$ cat config.mk
export PLATFORM = sky130hd
export DESIGN_NAME = cache_victim_ctrl
export DESIGN_NICKNAME = d
export VERILOG_FILES = /design/src/rtl/cache_pkg.sv /design/src/rtl/victim_pick.sv /design/src/rtl/cache_victim_ctrl.sv
export SDC_FILE = /design/constraint.sdc
export NUM_CORES = 1
export LEC_CHECK = 0
export CELL_PAD_IN_SITES_DETAIL_PLACEMENT = 1
export CELL_PAD_IN_SITES_GLOBAL_PLACEMENT = 2
export CORE_ASPECT_RATIO = 0.9
export CORE_MARGIN = 5
export CORE_UTILIZATION = 21
export CTS_CLUSTER_DIAMETER = 40
export CTS_CLUSTER_SIZE = 14
export DETAILED_ROUTE_END_ITERATION = 10
export GPL_TIMING_DRIVEN = 0
export PLACE_DENSITY_LB_ADDON = 0.2
export SYNTH_ARGS = -nofsm -noshare
export SYNTH_HDL_FRONTEND = slang
export SYNTH_SLANG_ARGS = --single-unit
$ cat constraint.sdc
create_clock -name clk -period 3.26 [get_ports clk]
set_input_delay 0.652 -clock clk [delete_from_list [all_inputs] [get_ports clk]]
set_output_delay 0.652 -clock clk [all_outputs]
set_load 0.02 [all_outputs]
$ cat src/rtl/cache_pkg.sv
// Shared types for the cache miss-side replacement controller.
// Holds the FSM state encoding, the way count and the one-hot way type.
package cache_pkg;

  localparam int WAYS = 4;

  typedef logic [WAYS-1:0] way_oh_t;

  typedef enum logic [1:0] {
    IDLE = 2'd0,
    WB   = 2'd1,
    FILL = 2'd2,
    UPD  = 2'd3
  } state_e;

  // Isolates the lowest set bit; yields zero for a zero input.
  function automatic way_oh_t lowest_set(input way_oh_t v);
    return v & (~v + way_oh_t'(1));
  endfunction

endpackage

$ cat src/rtl/victim_pick.sv
// Combinational victim selection for one 4-way set.
// Invalid ways win over the LRU hint; a malformed LRU hint is reduced to one hot.
module victim_pick
  import cache_pkg::*;
(
  input  way_oh_t way_valid,
  input  way_oh_t lru_way,
  output way_oh_t victim
);

  way_oh_t invalid;

  assign invalid = ~way_valid;

  always_comb begin
    victim = '0;
    if (invalid != '0) begin
      victim = lowest_set(invalid);
    end else if (lru_way == '0) begin
      victim = way_oh_t'(1);
    end else begin
      victim = lowest_set(lru_way);
    end
  end

endmodule

$ cat src/rtl/cache_victim_ctrl.sv
// Miss-side replacement controller: picks a victim, sequences writeback and
// fill, then strobes the LRU tracker with the filled way.
module cache_victim_ctrl
  import cache_pkg::*;
#(
  parameter int TAG_W = 20
) (
  input  logic                 clk,
  input  logic                 rst,
  input  logic                 miss_valid,
  output logic                 miss_ready,
  input  logic [TAG_W-1:0]     miss_tag,
  input  way_oh_t              lru_way,
  input  way_oh_t              way_valid,
  input  way_oh_t              way_dirty,
  input  logic [4*TAG_W-1:0]   way_tags,
  output logic                 wb_req,
  input  logic                 wb_ack,
  output logic [TAG_W-1:0]     wb_tag,
  output logic                 fill_req,
  input  logic                 fill_ack,
  output logic [TAG_W-1:0]     fill_tag,
  output way_oh_t              lru_upd,
  output logic                 lru_upd_en,
  output logic                 done,
  output way_oh_t              done_way,
  output state_e               state_dbg
);

  // Handshakes: a miss transfers on the cycle miss_valid && miss_ready is
  // sampled; wb/fill requests hold until their own ack is sampled high, and an
  // ack seen while its request is low is ignored.

  state_e            state_q, state_d;
  way_oh_t           victim, victim_q;
  logic [TAG_W-1:0]  victim_tag, victim_tag_q, miss_tag_q;
  logic              victim_dirty;
  logic              accept;

  victim_pick u_pick (
    .way_valid (way_valid),
    .lru_way   (lru_way),
    .victim    (victim)
  );

  always_comb begin
    victim_tag = '0;
    for (int i = 0; i < WAYS; i++) begin
      if (victim[i]) begin
        victim_tag = way_tags[i*TAG_W +: TAG_W];
      end
    end
  end

  assign victim_dirty = |(victim & way_valid & way_dirty);
  // Held low during reset so no miss is taken before the FSM is known-idle.
  assign miss_ready   = (state_q == IDLE) && !rst;
  assign accept       = miss_valid && miss_ready;

  always_comb begin
    state_d = state_q;
    case (state_q)
      IDLE: if (accept)   state_d = victim_dirty ? WB : FILL;
      WB:   if (wb_ack)   state_d = FILL;
      FILL: if (fill_ack) state_d = UPD;
      UPD:                state_d = IDLE;
      default:            state_d = IDLE;
    endcase
  end

  always_ff @(posedge clk) begin
    if (rst) begin
      state_q      <= IDLE;
      victim_q     <= '0;
      victim_tag_q <= '0;
      miss_tag_q   <= '0;
    end else begin
      state_q <= state_d;
      if (accept) begin
        victim_q     <= victim;
        victim_tag_q <= victim_tag;
        miss_tag_q   <= miss_tag;
      end
    end
  end

  assign wb_req     = (state_q == WB);
  assign fill_req   = (state_q == FILL);
  assign wb_tag     = wb_req ? victim_tag_q : '0;
  assign fill_tag   = fill_req ? miss_tag_q : '0;
  assign done       = (state_q == UPD);
  assign lru_upd_en = done;
  assign lru_upd    = done ? victim_q : '0;
  assign done_way   = done ? victim_q : '0;
  assign state_dbg  = state_q;

endmodule

Word level (Yosys, flattened, before mapping)
Cells that the tools add are included.
{"block": "op_classes", "n_bitwise": 7, "n_reduce_logical": 8, "n_eq_ne": 6, "muxes": 14, "add_sub_neg": 2}
{"cell": "20-bit 2-to-1 mux", "n": 6}
{"cell": "4-bit AND", "n": 4}
{"cell": "4-bit 2-to-1 mux", "n": 3}
{"cell": "4-bit inverter", "n": 3}
{"cell": "4-bit by 1-bit adder with 4-bit output (second input constant)", "n": 2}
{"cell": "2-bit 2-to-1 mux", "n": 4}
{"cell": "2-bit one-hot mux with 4 select lines", "n": 1}
{"cell": "2-bit == test (second input constant)", "n": 2}
{"cell": "4-bit zero test", "n": 1}
{"cell": "2-bit by 1-bit inequality test with 1-bit output (second input constant)", "n": 2}
{"cell": "4-bit nonzero test", "n": 1}
{"cell": "4-bit OR reduction", "n": 1}
{"cell": "3-bit AND reduction", "n": 1}
{"cell": "2-bit by 1-bit == test with 1-bit output (second input constant)", "n": 1}
{"cell": "1-bit logical AND", "n": 2}
{"cell": "2-bit zero test", "n": 1}
{"cell": "2-bit inequality test (second input constant)", "n": 1}
{"cell": "1-bit zero test", "n": 1}
{"block": "word_totals", "reg_bits": 46, "in_bits": 117}

Longest topological paths before layout
{"block": "logic_depth", "ltp_word": 11, "ltp_mapped": 8, "ltp_nobuf": 6}

By module
From an unflattened synthesis, not the netlist that was laid out.
{"block": "hier_totals", "hier_cells": 381, "area_unflattened_um2": 2879.0}
{"mod": "cache_victim_ctrl", "n_inst": 1, "cells_per_inst": 369, "area_each_um2": 2797.7, "seq_area_each_um2": 920.9}
{"mod": "victim_pick", "n_inst": 1, "cells_per_inst": 12, "area_each_um2": 81.3, "seq_area_each_um2": 0.0}

Worst setup path after synthesis
No wires, ideal clock.
{"block": "synth_timing", "path_kind": "register to output", "from": "register state_q[1], in the netlist state_dbg[1]", "to": "output port fill_tag[0]", "setup_slack_ns": 1.263, "t_arrival_ns": 1.345, "required_time_ns": 2.608, "stages_incl_launch_ff": 4, "n_path_buf": 1, "path_cell_list": "dfxtp_1 -> ha_1 -> clkbuf_1 -> and2_1"}
{"block": "synth_between", "elab_chain_cells": 2}
{"item": "start, declared", "line": "cache_victim_ctrl.sv:34", "rtl": "state_e state_q, state_d;"}
{"item": "start signal, assigned", "line": "cache_victim_ctrl.sv:78", "rtl": "state_q <= state_d;"}
{"item": "2-bit == test", "line": "cache_victim_ctrl.sv:88", "rtl": "assign fill_req = (state_q == FILL);"}
{"item": "via fill_req", "line": "cache_victim_ctrl.sv:20", "rtl": "output logic fill_req,"}
{"item": "20-bit 2-to-1 mux", "line": "cache_victim_ctrl.sv:90", "rtl": "assign fill_tag = fill_req ? miss_tag_q : '0;"}
{"item": "end, declared", "line": "cache_victim_ctrl.sv:22", "rtl": "output logic [TAG_W-1:0] fill_tag,"}
The timed path passes the listed nets, and every way through them passes these cells.

Final worst setup path
{"block": "layout_timing", "from": "register state_q[1], in the netlist state_dbg[1]", "to": "output port wb_tag[18]"}
{"block": "layout_between", "elab_chain_cells": 2}
{"item": "2-bit by 1-bit == test with 1-bit output", "line": "cache_victim_ctrl.sv:87", "rtl": "assign wb_req = (state_q == WB);"}
{"item": "20-bit 2-to-1 mux", "line": "cache_victim_ctrl.sv:89", "rtl": "assign wb_tag = wb_req ? victim_tag_q : '0;"}
{"item": "end, declared", "line": "cache_victim_ctrl.sv:19", "rtl": "output logic [TAG_W-1:0] wb_tag,"}
No other way between the ends.

==> results.json <==
{
  "achievable-frequency_ghz": 0.340,
  "final_net_count": 658,
  "floorplan.rows": 40,
  "worstHoldPathType": "flop to flop",
  "power-per-cell-area_mw_per_mm2": 441,
  "critPathTopFamily": "buffers and inverters",
  "startpoint_type": "flop",
  "timing_worst_slew_pin_value_ns": 0.598,
  "drt_first_pass_iters": 4,
  "ctsHoldBuffers": 0,
  "die-width_um": 132,
  "gate_count_after_technology_mapping": 358,
  "synth_nets": 480,
  "first_iter_violations": 82,
  "proportion_of_power_drawn_by_combinational_gates_pct": 42.6,
  "finalCritPeriodShare_pct": 90.3,
  "antenna_violations_before_repair": 0,
  "synth_enable_flop_cells": 0,
  "design_power_total_w": 0.00216,
  "hold_viol_final": 0,
  "max-vdd-ir-drop_v": 0.000192,
  "max_stage_delay_ns": 0.65,
  "chipHeight_um": 120,
  "fin_setup_tns_ns": 0,
  "post_route_cells_drive_above_1_share_pct": 6.33,
  "antenna_left": 0,
  "diodes": 0,
  "die_area_sq_mm": 0.0159,
  "route.vias.total": 3281,
  "route.detailed.wl_per_inst_um": 17.8,
  "tritoncts_sinks": 46,
  "i_o_pins": 172,
  "most-common-layout-cells": "sky130_fd_sc_hd__clkdlybuf4s50_1 (171), sky130_fd_sc_hd__nand2_1 (50), sky130_fd_sc_hd__and2_1 (47), sky130_fd_sc_hd__dfxtp_1 (46), sky130_fd_sc_hd__nor2_1 (37)",
  "status": "completed",
  "grt_pass1_vias": 3653,
  "dpl.hpwl_mm": 9.86,
  "multi_input_comb_area_sq_mm": 0.00170,
  "p_seq_share_pct": 32.4,
  "power.share.switching_pct": 36.8,
  "clkLatencyLatePin_ns": 0.29,
  "max_clock_skew_ns": 0.00765,
  "synth-async-reset-ratio_pct": 0,
  "htreeDepth": 2,
  "timing.critical_path.required_ns": 2.61,
  "post_synth_instance_area_sq_mm": 0.00283,
  "power_switching_w": 0.000795,
  "design.core.area_sq_mm": 0.0133,
  "timing_max_transition_violations_final": 0,
  "avg_cell_area_syn_sq_um": 7.90,
  "synth_cell_type_count": 40,
  "portion_of_the_post_synthesis_area_used_by_sequential_elements_pct": 32.6,
  "cp_max_fo": 10,
  "cts_tree": "yes",
  "total_of_endpoints_with_negative_setup_slack_in_the_final_report": 0,
  "grt_first_pass_wirelength_mm": 20.1,
  "crit_chain": "inv_1 -> ha_1 -> clkbuf_1 -> and2_1 -> clkdlybuf4s50_1",
  "postCtsSetupBuffers": 0,
  "grt_overflow": 0,
  "gpl.final_weighted_congestion": 0.735,
  "area_growth_syn_to_layout_pct": 73.3,
  "leakage_power_total_nw": 1.86,
  "n_fill_cell": 1558,
  "cts.root.buffer_cell": "sky130_fd_sc_hd__clkbuf_16",
  "place.port_buffers": 171,
  "synth_flop_cell": "sky130_fd_sc_hd__dfxtp_1",
  "crit-reg2reg-capture": "miss_tag_q[3]$_SDFFE_PP0P_",
  "cp-end-kind": "primary output",
  "cts.reportedPaths.clkPinSlew_ns": 0.08,
  "startpoint_of_the_tightest_hold_check_path": "miss_tag_q[12]$_SDFFE_PP0P_",
  "max-cap-violations": 0,
  "grt_setup_unrepaired": "no",
  "post_cts_resized": 0,
  "placement.cell_area_sq_mm": 0.00475,
  "postSynthRegisterBits": 46,
  "largest_net_degree_at_the_start_of_global_routing": 17,
  "critical_path_class": "flop to primary output",
  "worst-endpoint-arrival_ns": 2.29,
  "fin_crit_ns": 2.94,
  "total_buffers_and_inverters_traversed_by_the_critical_path": 3,
  "drc": 0,
  "slew_headroom_pct": 60.1,
  "rrSetupSlack_ns": 1.18,
  "mostFrequentLayoutCell": "sky130_fd_sc_hd__clkdlybuf4s50_1",
  "p_int_w": 0.00137,
  "worst_r2r_path_depth": 7,
  "gr-usage-all-layers_pct": 15.7,
  "vias_per_cell": 4.65,
  "finalInstanceArea_sq_mm": 0.00490,
  "route.final.wire_length_mm": 12.6,
  "critical_register_to_register_path_startpoint": "state_dbg[0]$_SDFFE_PP0P_",
  "yosysWarningCount": 0,
  "hold_end": "miss_tag_q[12]$_SDFFE_PP0P_",
  "clock_power_share_pct": 25.1,
  "initial_core_util_pct": 21.3,
  "clk_path_buf_depth": 2,
  "cp_slowest_cell": "sky130_fd_sc_hd__clkdlybuf4s50_1",
  "min_path_cells": 2,
  "cts_buffers": 5,
  "seqCellArea_sq_um": 921
}
## per-layer routing
| metal | share of wire [%] | global-route usage, % |
|---|---|---|
| met5 | 0 | 0 |
| met4 | 0.92 | 2.80 |
| met3 | 9.1 | 6.04 |
| met2 | 46 | 25.5 |
| met1 | 44 | 19.9 |
## through the flow
stage / worst slack [ns] / hold WS, ns / std cells / util (%)
after CTS: 0.268 / 0.477 / 705 / 36.9
after global routing: 0.154 / 0.497 / 705 / 36.9
after floorplan: 1.26 / 0.445 / 358 / -
final: 0.317 / 0.473 / 705 / 36.9
after detailed placement: 0.405 / 0.461 / 697 / 35.8
after global placement: 0.421 / 0.457 / 697 / 35.8
## power by group through the flow
stage                     clock, W  sequential, W  combinational [W]
after floorplan                  0       0.000711           0.000486
after global placement           0       0.000710           0.000924
after detailed placement         0       0.000715           0.000937
after CTS                 0.000563       0.000702           0.000941
after global routing      0.000583       0.000713            0.00102
final                     0.000542       0.000700           0.000921
## worst max path at each step
stage | startpoint | to | slack, ns | cells past startpoint
global route | state_dbg[1]$_SDFFE_PP0P_ | wb_tag[18] | 0.15 | 5
finish | state_dbg[1]$_SDFFE_PP0P_ | wb_tag[18] | 0.32 | 5
detailed placement | rst | miss_ready | 0.40 | 4
floorplan | state_dbg[1]$_SDFFE_PP0P_ | fill_tag[0] | 1.26 | 3
CTS | state_dbg[1]$_SDFFE_PP0P_ | wb_tag[13] | 0.27 | 5
global placement | rst | miss_ready | 0.42 | 4
## cells by family after synthesis
kind of cell               count (synthesis)  synth area share, %
and+or+nand+nor                          178                 33.5
DFF                                       46                 32.6
AOI/OAI and AO/OA                         89                 24.3
buffers and inverters                     40                 7.43
adders and majority gates                  5                 2.21
## cells in the mapped netlist (4+ instances only)
library cell / count / area, sq um
sky130_fd_sc_hd__a211o_1: 17 / 149
sky130_fd_sc_hd__a21oi_1: 18 / 90.1
sky130_fd_sc_hd__a221oi_1: 20 / 175
sky130_fd_sc_hd__a22oi_1: 17 / 128
sky130_fd_sc_hd__a31oi_1: 4 / 25.0
sky130_fd_sc_hd__and2_1: 47 / 294
sky130_fd_sc_hd__buf_2: 12 / 60.1
sky130_fd_sc_hd__buf_4: 6 / 45.0
sky130_fd_sc_hd__clkbuf_1: 12 / 45.0
sky130_fd_sc_hd__dfxtp_1: 46 / 921
sky130_fd_sc_hd__ha_1: 5 / 62.6
sky130_fd_sc_hd__inv_1: 5 / 18.8
sky130_fd_sc_hd__nand2_1: 50 / 188
sky130_fd_sc_hd__nand2b_1: 4 / 25.0
sky130_fd_sc_hd__nand3b_1: 25 / 188
sky130_fd_sc_hd__nor2_1: 37 / 139
## registers in the layout, indices dropped and copies added, names as in the netlist
register / cells
miss_tag_q: 20
victim_tag_q: 20
victim_q: 4
state_dbg: 2
## cell type report
type,count,area share [%]
Multi-Input combinational cell,272,34.6
Buffer,35,3.91
Inverter,5,0.383
Sequential cell,46,18.8
Clock inverter,3,0.511
Tap cell,168,4.29
Timing Repair Buffer,171,34.9
Clock buffer,5,2.55
## worst reg2reg max path, stage by stage (launching register included)
cell	delay [ns]
sky130_fd_sc_hd__dfxtp_1	0.41
sky130_fd_sc_hd__inv_1	0.11
sky130_fd_sc_hd__ha_1	0.24
sky130_fd_sc_hd__nand3b_1	0.30
sky130_fd_sc_hd__buf_2	0.33
sky130_fd_sc_hd__buf_1	0.42
sky130_fd_sc_hd__nand3b_1	0.14
sky130_fd_sc_hd__nand2_1	0.09
No activity file was read; power rests on OpenSTA's default activity.
